===== src/rtl/parking_pkg.sv =====
// Shared types and defaults for the parking gate scheduler and its lane FSMs.
package parking_pkg;

  typedef enum logic [1:0] {
    IDLE = 2'd0,
    WAIT = 2'd1,
    OPEN = 2'd2
  } lane_state_e;

  localparam logic CAT_PUBLIC = 1'b0;
  localparam logic CAT_UNI    = 1'b1;

  localparam int DEF_OPEN_CYCLES = 8;
  localparam int DEF_HOLDOFF     = 2;

  // One event toward the counter core: pulse plus category.
  typedef struct packed {
    logic vld;
    logic is_uni;
  } core_evt_t;

  // (base + off) mod n for base, off < n, without a divider.
  function automatic int wrap_idx(input int base, input int off, input int n);
    int s;
    s = base + off;
    return (s >= n) ? s - n : s;
  endfunction

endpackage


===== src/rtl/parking_gate_lane.sv =====
// One gate lane: waits for an ack after a request, then holds its barrier
// open for OPEN_CYCLES clocks.
module parking_gate_lane
  import parking_pkg::*;
#(
  parameter int OPEN_CYCLES = DEF_OPEN_CYCLES
) (
  input  logic clock,
  input  logic reset,
  input  logic req,
  input  logic grant,
  input  logic reject,
  output logic waiting,
  output logic barrier_open
);

  localparam int CW = $clog2(OPEN_CYCLES + 1);

  lane_state_e   state, state_nxt;
  logic [CW-1:0] cnt, cnt_nxt;

  always_ff @(posedge clock or posedge reset) begin
    if (reset) begin
      state <= IDLE;
      cnt   <= '0;
    end else begin
      state <= state_nxt;
      cnt   <= cnt_nxt;
    end
  end

  always_comb begin
    state_nxt = state;
    cnt_nxt   = cnt;
    unique case (state)
      IDLE: if (req) state_nxt = WAIT;
      WAIT: begin
        if (grant) begin
          state_nxt = OPEN;
          cnt_nxt   = CW'(OPEN_CYCLES);
        end else if (reject) begin
          state_nxt = IDLE;
        end
      end
      OPEN: begin
        // Leaving on the edge where the count hits 0 gives exactly OPEN_CYCLES open cycles.
        cnt_nxt = cnt - 1'b1;
        if (cnt == CW'(1)) state_nxt = IDLE;
      end
      default: state_nxt = IDLE;
    endcase
  end

  assign waiting      = (state == WAIT);
  assign barrier_open = (state == OPEN);

endmodule


===== src/rtl/parking_gate_scheduler.sv =====
// Round-robin arbitration of entry and exit lanes onto the shared counter core,
// with per-category entry holdoff while the core's vacancy flags settle.
module parking_gate_scheduler
  import parking_pkg::*;
#(
  parameter int N_ENTRY     = 2,
  parameter int N_EXIT      = 2,
  parameter int OPEN_CYCLES = DEF_OPEN_CYCLES,
  parameter int HOLDOFF     = DEF_HOLDOFF
) (
  input  logic                       clock,
  input  logic                       reset,
  input  logic [N_ENTRY-1:0]         entry_req,
  input  logic [N_ENTRY-1:0]         entry_is_uni,
  input  logic [N_EXIT-1:0]          exit_req,
  input  logic [N_EXIT-1:0]          exit_is_uni,
  input  logic                       uni_is_vacated_space,
  input  logic                       is_vacated_space,
  output logic                       car_entered,
  output logic                       is_uni_car_entered,
  output logic                       car_exited,
  output logic                       is_uni_car_exited,
  output logic [N_ENTRY-1:0]         entry_grant,
  output logic [N_ENTRY-1:0]         entry_reject,
  output logic [N_EXIT-1:0]          exit_grant,
  output logic [N_ENTRY+N_EXIT-1:0]  barrier_open
);

  localparam int NL  = N_ENTRY + N_EXIT;
  localparam int EPW = (N_ENTRY > 1) ? $clog2(N_ENTRY) : 1;
  localparam int XPW = (N_EXIT > 1) ? $clog2(N_EXIT) : 1;
  localparam int HW  = (HOLDOFF > 0) ? $clog2(HOLDOFF + 1) : 1;

  logic [NL-1:0]      lane_req, lane_grant, lane_reject, lane_wait;
  logic [EPW-1:0]     ent_ptr, ent_ptr_nxt;
  logic [XPW-1:0]     xit_ptr, xit_ptr_nxt;
  logic [HW-1:0]      hold_uni, hold_pub, hold_uni_nxt, hold_pub_nxt;
  logic [N_ENTRY-1:0] ent_oh, ent_grant_nxt, ent_reject_nxt;
  logic [N_EXIT-1:0]  xit_oh;
  logic               ent_found, ent_cat, ent_held, ent_room, xit_found;
  core_evt_t          ent_evt_nxt, xit_evt_nxt, ent_evt_q, xit_evt_q;

  assign lane_req    = {exit_req, entry_req};
  assign lane_grant  = {xit_oh, ent_grant_nxt};
  assign lane_reject = {{N_EXIT{1'b0}}, ent_reject_nxt};

  generate
    for (genvar g = 0; g < NL; g++) begin : g_lane
      parking_gate_lane #(.OPEN_CYCLES(OPEN_CYCLES)) u_lane (
        .clock        (clock),
        .reset        (reset),
        .req          (lane_req[g]),
        .grant        (lane_grant[g]),
        .reject       (lane_reject[g]),
        .waiting      (lane_wait[g]),
        .barrier_open (barrier_open[g])
      );
    end
  endgenerate

  // First waiting entry lane at or after the pointer, as a one-hot.
  always_comb begin
    ent_oh    = '0;
    ent_found = 1'b0;
    for (int i = 0; i < N_ENTRY; i++)
      for (int j = 0; j < N_ENTRY; j++)
        if (!ent_found && j == wrap_idx(int'(ent_ptr), i, N_ENTRY) && lane_wait[j]) begin
          ent_oh[j] = 1'b1;
          ent_found = 1'b1;
        end
  end

  assign ent_cat  = |(entry_is_uni & ent_oh);
  assign ent_held = (ent_cat == CAT_UNI) ? (hold_uni != '0) : (hold_pub != '0);
  assign ent_room = (ent_cat == CAT_UNI) ? uni_is_vacated_space : is_vacated_space;

  // A held winner stalls the whole entry side so it keeps its priority.
  assign ent_grant_nxt   = (ent_found && !ent_held &&  ent_room) ? ent_oh : '0;
  assign ent_reject_nxt  = (ent_found && !ent_held && !ent_room) ? ent_oh : '0;
  assign ent_evt_nxt.vld    = |ent_grant_nxt;
  assign ent_evt_nxt.is_uni = (|ent_grant_nxt) & ent_cat;

  always_comb begin
    ent_ptr_nxt = ent_ptr;
    for (int j = 0; j < N_ENTRY; j++)
      if (ent_oh[j] && !ent_held) ent_ptr_nxt = EPW'(wrap_idx(j, 1, N_ENTRY));
  end

  always_comb begin
    hold_uni_nxt = (hold_uni != '0) ? hold_uni - 1'b1 : '0;
    hold_pub_nxt = (hold_pub != '0) ? hold_pub - 1'b1 : '0;
    if (ent_evt_nxt.vld) begin
      if (ent_cat == CAT_UNI) hold_uni_nxt = HW'(HOLDOFF);
      else                    hold_pub_nxt = HW'(HOLDOFF);
    end
  end

  // Exit side: same rotation, never rejected, no holdoff.
  always_comb begin
    xit_oh    = '0;
    xit_found = 1'b0;
    for (int i = 0; i < N_EXIT; i++)
      for (int j = 0; j < N_EXIT; j++)
        if (!xit_found && j == wrap_idx(int'(xit_ptr), i, N_EXIT) && lane_wait[N_ENTRY + j]) begin
          xit_oh[j] = 1'b1;
          xit_found = 1'b1;
        end
  end

  assign xit_evt_nxt.vld    = xit_found;
  assign xit_evt_nxt.is_uni = |(exit_is_uni & xit_oh);

  always_comb begin
    xit_ptr_nxt = xit_ptr;
    for (int j = 0; j < N_EXIT; j++)
      if (xit_oh[j]) xit_ptr_nxt = XPW'(wrap_idx(j, 1, N_EXIT));
  end

  always_ff @(posedge clock or posedge reset) begin
    if (reset) begin
      ent_ptr      <= '0;
      xit_ptr      <= '0;
      hold_uni     <= '0;
      hold_pub     <= '0;
      entry_grant  <= '0;
      entry_reject <= '0;
      exit_grant   <= '0;
      ent_evt_q    <= '0;
      xit_evt_q    <= '0;
    end else begin
      ent_ptr      <= ent_ptr_nxt;
      xit_ptr      <= xit_ptr_nxt;
      hold_uni     <= hold_uni_nxt;
      hold_pub     <= hold_pub_nxt;
      entry_grant  <= ent_grant_nxt;
      entry_reject <= ent_reject_nxt;
      exit_grant   <= xit_oh;
      ent_evt_q    <= ent_evt_nxt;
      xit_evt_q    <= xit_evt_nxt;
    end
  end

  assign car_entered        = ent_evt_q.vld;
  assign is_uni_car_entered = ent_evt_q.is_uni;
  assign car_exited         = xit_evt_q.vld;
  assign is_uni_car_exited  = xit_evt_q.is_uni;

endmodule


===== config.mk =====
export PLATFORM = sky130hd
export DESIGN_NAME = parking_gate_scheduler
export DESIGN_NICKNAME = d
export VERILOG_FILES = /design/src/rtl/parking_pkg.sv /design/src/rtl/parking_gate_lane.sv /design/src/rtl/parking_gate_scheduler.sv
export SDC_FILE = /design/constraint.sdc
export NUM_CORES = 1
export LEC_CHECK = 0
export ABC_CLOCK_PERIOD_IN_PS = 3000
export CAP_MARGIN = 20
export CORE_MARGIN = 1
export CORE_UTILIZATION = 55
export DETAILED_ROUTE_END_ITERATION = 16
export HOLD_SLACK_MARGIN = 0.15
export MAX_ROUTING_LAYER = met4
export PLACE_DENSITY_LB_ADDON = 0.08
export SLEW_MARGIN = 20
export SYNTH_ARGS = -nofsm -noshare
export SYNTH_HDL_FRONTEND = slang
export SYNTH_HIERARCHICAL = 1
export SYNTH_SLANG_ARGS = --single-unit

===== constraint.sdc =====
create_clock -name clock -period 3 [get_ports clock]
set_clock_uncertainty 0.1 [all_clocks]
set_input_delay 0.6 -clock clock [delete_from_list [all_inputs] [get_ports clock]]
set_output_delay 0.6 -clock clock [all_outputs]
set_load 0.02 [all_outputs]

==> results.py <==
metrics = {
    "min_path": {
        "min_to": "hold_pub[0]",
        "hp-class": "register to register",
        "min_from": "hold_pub[0]",
        "holdPathStages": 1,
    },
    "sta": {
        "min_period_ns": 2.464,
        "fin_tns_setup_ns": 0,
        "fmax_ghz": 0.4058,
        "setup_violations": 0,
        "fin_hold_ws_ns": 0.3794,
        "final_max_slew_viol_count": 0,
        "finalHoldViolCount": 0,
        "rsz0062_at_grt": "false",
        "min_period_over_period_pct": 82.14,
        "maxSlewHeadroom_pct": 61.77,
        "worst_pin_slew_ns": 0.5728,
        "fin_ws_ns": 0.5357,
    },
    "global_routing": {
        "track_usage_pct": 22.87,
        "globalRouteOverflowTotal": 0,
        "grt_pass1_vias": 1574,
        "grt_max_degree": 17,
        "antenna_found_initial": 0,
        "grt_pass1_wl_um": 6796,
    },
    "clocking": {
        "clk_root_buffer_cell": "clkbuf_8",
        "htreeDepth": 2,
        "clk_latency_ns": 0.29,
        "cts-buffers-inserted": 5,
        "cts.sinks": 40,
        "postCtsSetupBuffers": 0,
        "postCtsHoldBufs": 0,
        "cts_tree": "done",
        "cts.clk_slew.worst_paths_ns": 0.07,
        "clockBufferDepth": 2,
        "postCtsResizedCells": 0,
    },
    "yosys": {
        "yosys_register_bits": 40,
        "yosysUniqueCellTypes": 30,
        "synthCells": 203,
        "yosys.area.top_type_share_pct": 48.69,
        "ys.warnings.count": 6,
        "yosysSeqAreaShare_pct": 48.69,
        "netlist_area_mm2": 0.002056,
        "avgSynthCellArea_um2": 10.13,
        "yosys.area.top_type": "dfrtp_1",
        "yosys-top-cells-area": "dfrtp_1, nor2_1, nand2_1, ha_1, nor4b_4",
    },
    "critical_path": {
        "r2r_setup_slack_ns": 0.54,
        "path_max_fanout": 9,
        "arrival_ns": 2.54,
        "end_kind": "register",
        "cpLargestDelayFamily": "simple AND/OR/NAND/NOR gates",
        "crit_required_ns": 3.08,
        "reg2regPathDepth": 8,
        "critPathSlowestCell": "dfrtp_1",
        "cp.buffers_inverters": 0,
        "reg2reg_to": "g_lane[1].u_lane/cnt[3]",
        "crit_chain": "and2b_1 > nand2b_2 > a32oi_4 > nand3b_1 > a21oi_1 > nand2b_1 > nand2_1 > a221o_1",
        "critPathKind": "register to register",
        "startpoint_type": "register",
        "max_stage_delay_ns": 0.47,
        "r2r_start": "g_lane[0].u_lane/state[1]",
    },
    "floorplan": {
        "fp.dieH_um": 63.14,
        "die_w_um": 63.14,
        "placementRows": 21,
        "design.die.area_mm2": 0.003986,
        "start_util_pct": 59.27,
        "core_area_mm2": 0.003468,
        "ios": 26,
    },
    "pwr": {
        "p_per_area_mw_per_mm2": 1059,
        "switching_share_pct": 41.55,
        "combPwrFrac_pct": 45.4,
        "peakVddDrop_mv": 0.5835,
        "p_seq_share_pct": 40.4,
        "intPower_uw": 1509,
        "p_leak_uw": 0.001117,
        "p_total_uw": 2582,
        "p_clk_share_pct": 14.2,
        "net-switching-power_uw": 1073,
    },
    "route": {
        "vias": 1530,
        "drt_iter0_markers": 96,
        "drc": 0,
        "drt-pass1-iter-count": 4,
        "ant_nets": 0,
        "drt-total-wl_um": 3731,
        "wl_per_cell_um": 13.37,
        "via_per_inst": 5.484,
    },
    "finish": {
        "antenna_cells": 0,
        "area_growth_pct": 18.56,
        "final_util_pct": 70.27,
        "drive_gt1_share_pct": 6.438,
        "fin_nets": 252,
    },
    "placed_design": {
        "pre_cts_ws_ns": 0.4100,
        "hpwlAfterDp_um": 2799,
        "gp_congestion": 0.8100,
        "portBuffers": 25,
    },
    "status": {
        "status": "complete, no violations",
    },
    "job": {
        "cap_violations": 0,
    },
}
## power groups by stage
stage	Clock (µW)	Combinational, µW	Sequential, µW
6_report	366	1170	1040
2_1_floorplan	0	846	1020
5_1_grt	397	1320	1080
4_1_cts	381	1180	1040
3_3_place_gp	0	1120	1040
3_5_place_dp	0	1170	1050
## cell usage after synthesis
cell type / instances
nand2_2: 1
inv_1: 19
a32oi_4: 1
nand2b_1: 4
dfrtp_1: 40
and4b_1: 4
o32a_1: 1
nand2b_2: 1
and2b_1: 4
buf_2: 4
nor4b_4: 4
nand2_1: 29
and3_1: 1
a21boi_0: 1
or2_2: 1
a221oi_1: 8
a211oi_1: 4
ha_1: 8
mux2i_1: 6
conb_1: 1
a22o_1: 5
nor2_1: 33
o2111ai_2: 1
nand3b_1: 1
a21oi_1: 6
nor2b_1: 6
o21a_1: 1
a221o_1: 4
nor3_1: 2
and2_1: 2
## layout make-up
| type | count | area (µm²) |
|---|---|---|
| multi-input combinational | 141 | 967.2 |
| tap | 46 | 57.56 |
| fill | 302 | 1031 |
| timing repair buffer | 25 | 250.2 |
| sequential | 40 | 1001 |
| clock buffer | 8 | 90.09 |
| inverter | 19 | 71.32 |
## per-layer routing
layer  track usage (%)  vias to the layer above  part of all wire, %
met5                 -                        -                    0
met2             36.42                       30                   50
met3             6.522                       10                  3.9
met1             26.95                      740                   45
li1                  -                      750                    -
met4             9.884                        0                  1.7
## worst max path at each step
stage	start	to	slack [ns]	cells after the start
CTS	g_lane[0].u_lane/state[1]	g_lane[0].u_lane/cnt[3]	0.53	8
global route	g_lane[0].u_lane/state[1]	g_lane[1].u_lane/cnt[3]	0.34	8
finish	g_lane[0].u_lane/state[1]	g_lane[1].u_lane/cnt[3]	0.54	8
detailed placement	entry_is_uni[0]	g_lane[0].u_lane/cnt[3]	0.41	8
global placement	entry_is_uni[0]	g_lane[1].u_lane/cnt[3]	0.50	8
floorplan	g_lane[0].u_lane/state[1]	g_lane[0].u_lane/cnt[3]	0.85	8
## logic make-up (layout without fill, tap and decap cells)
family	count (synthesis)	after routing	synth area share, %
buffers and inverters	23	52	4.443
adders and majority gates	8	8	4.869
muxes	6	6	2.922
DFF	40	40	48.69
other	1	2	0.1824
AOI/OAI and AO/OA	32	32	13.69
and+or+nand+nor	93	93	25.20
## state kept, by name, indices dropped and copies added (netlist names)
register / cells
entry_reject: 2
xit_ptr: 1
exit_grant: 2
g_lane.u_lane/cnt: 16
car_entered: 1
hold_pub: 2
entry_grant: 2
hold_uni: 2
ent_ptr: 1
car_exited: 1
is_uni_car_entered: 1
g_lane.u_lane/state: 8
is_uni_car_exited: 1
## metrics by stage
stage | cells | area [µm²]
floorplan | 204 | 2059
global placement | 271 | 2347
detailed placement | 271 | 2347
CTS | 279 | 2437
global route | 279 | 2437
finish | 279 | 2437
## layout by cell type, fill, tap and decap left out
cell type and instances:
nor2_1 33, a32oi_4 1, nand2_2 1, clkdlybuf4s50_1 25, mux2i_1 6, nand2_1 29, o21a_1 1, or2_2 1
nor2b_1 6, nor4b_4 4, a211oi_1 4, a221oi_1 8, a21boi_0 1, nand2b_1 4, a221o_1 4, dfrtp_1 40
clkbuf_1 2, a21oi_1 6, o2111ai_2 1, clkbuf_8 6, nand2b_2 1, and4b_1 4, conb_1 2, a22o_1 5
and2b_1 4, and2_1 2, and3_1 1, inv_1 19, nor3_1 2, o32a_1 1, nand3b_1 1, ha_1 8
No activity file was read; power rests on OpenSTA's default activity.
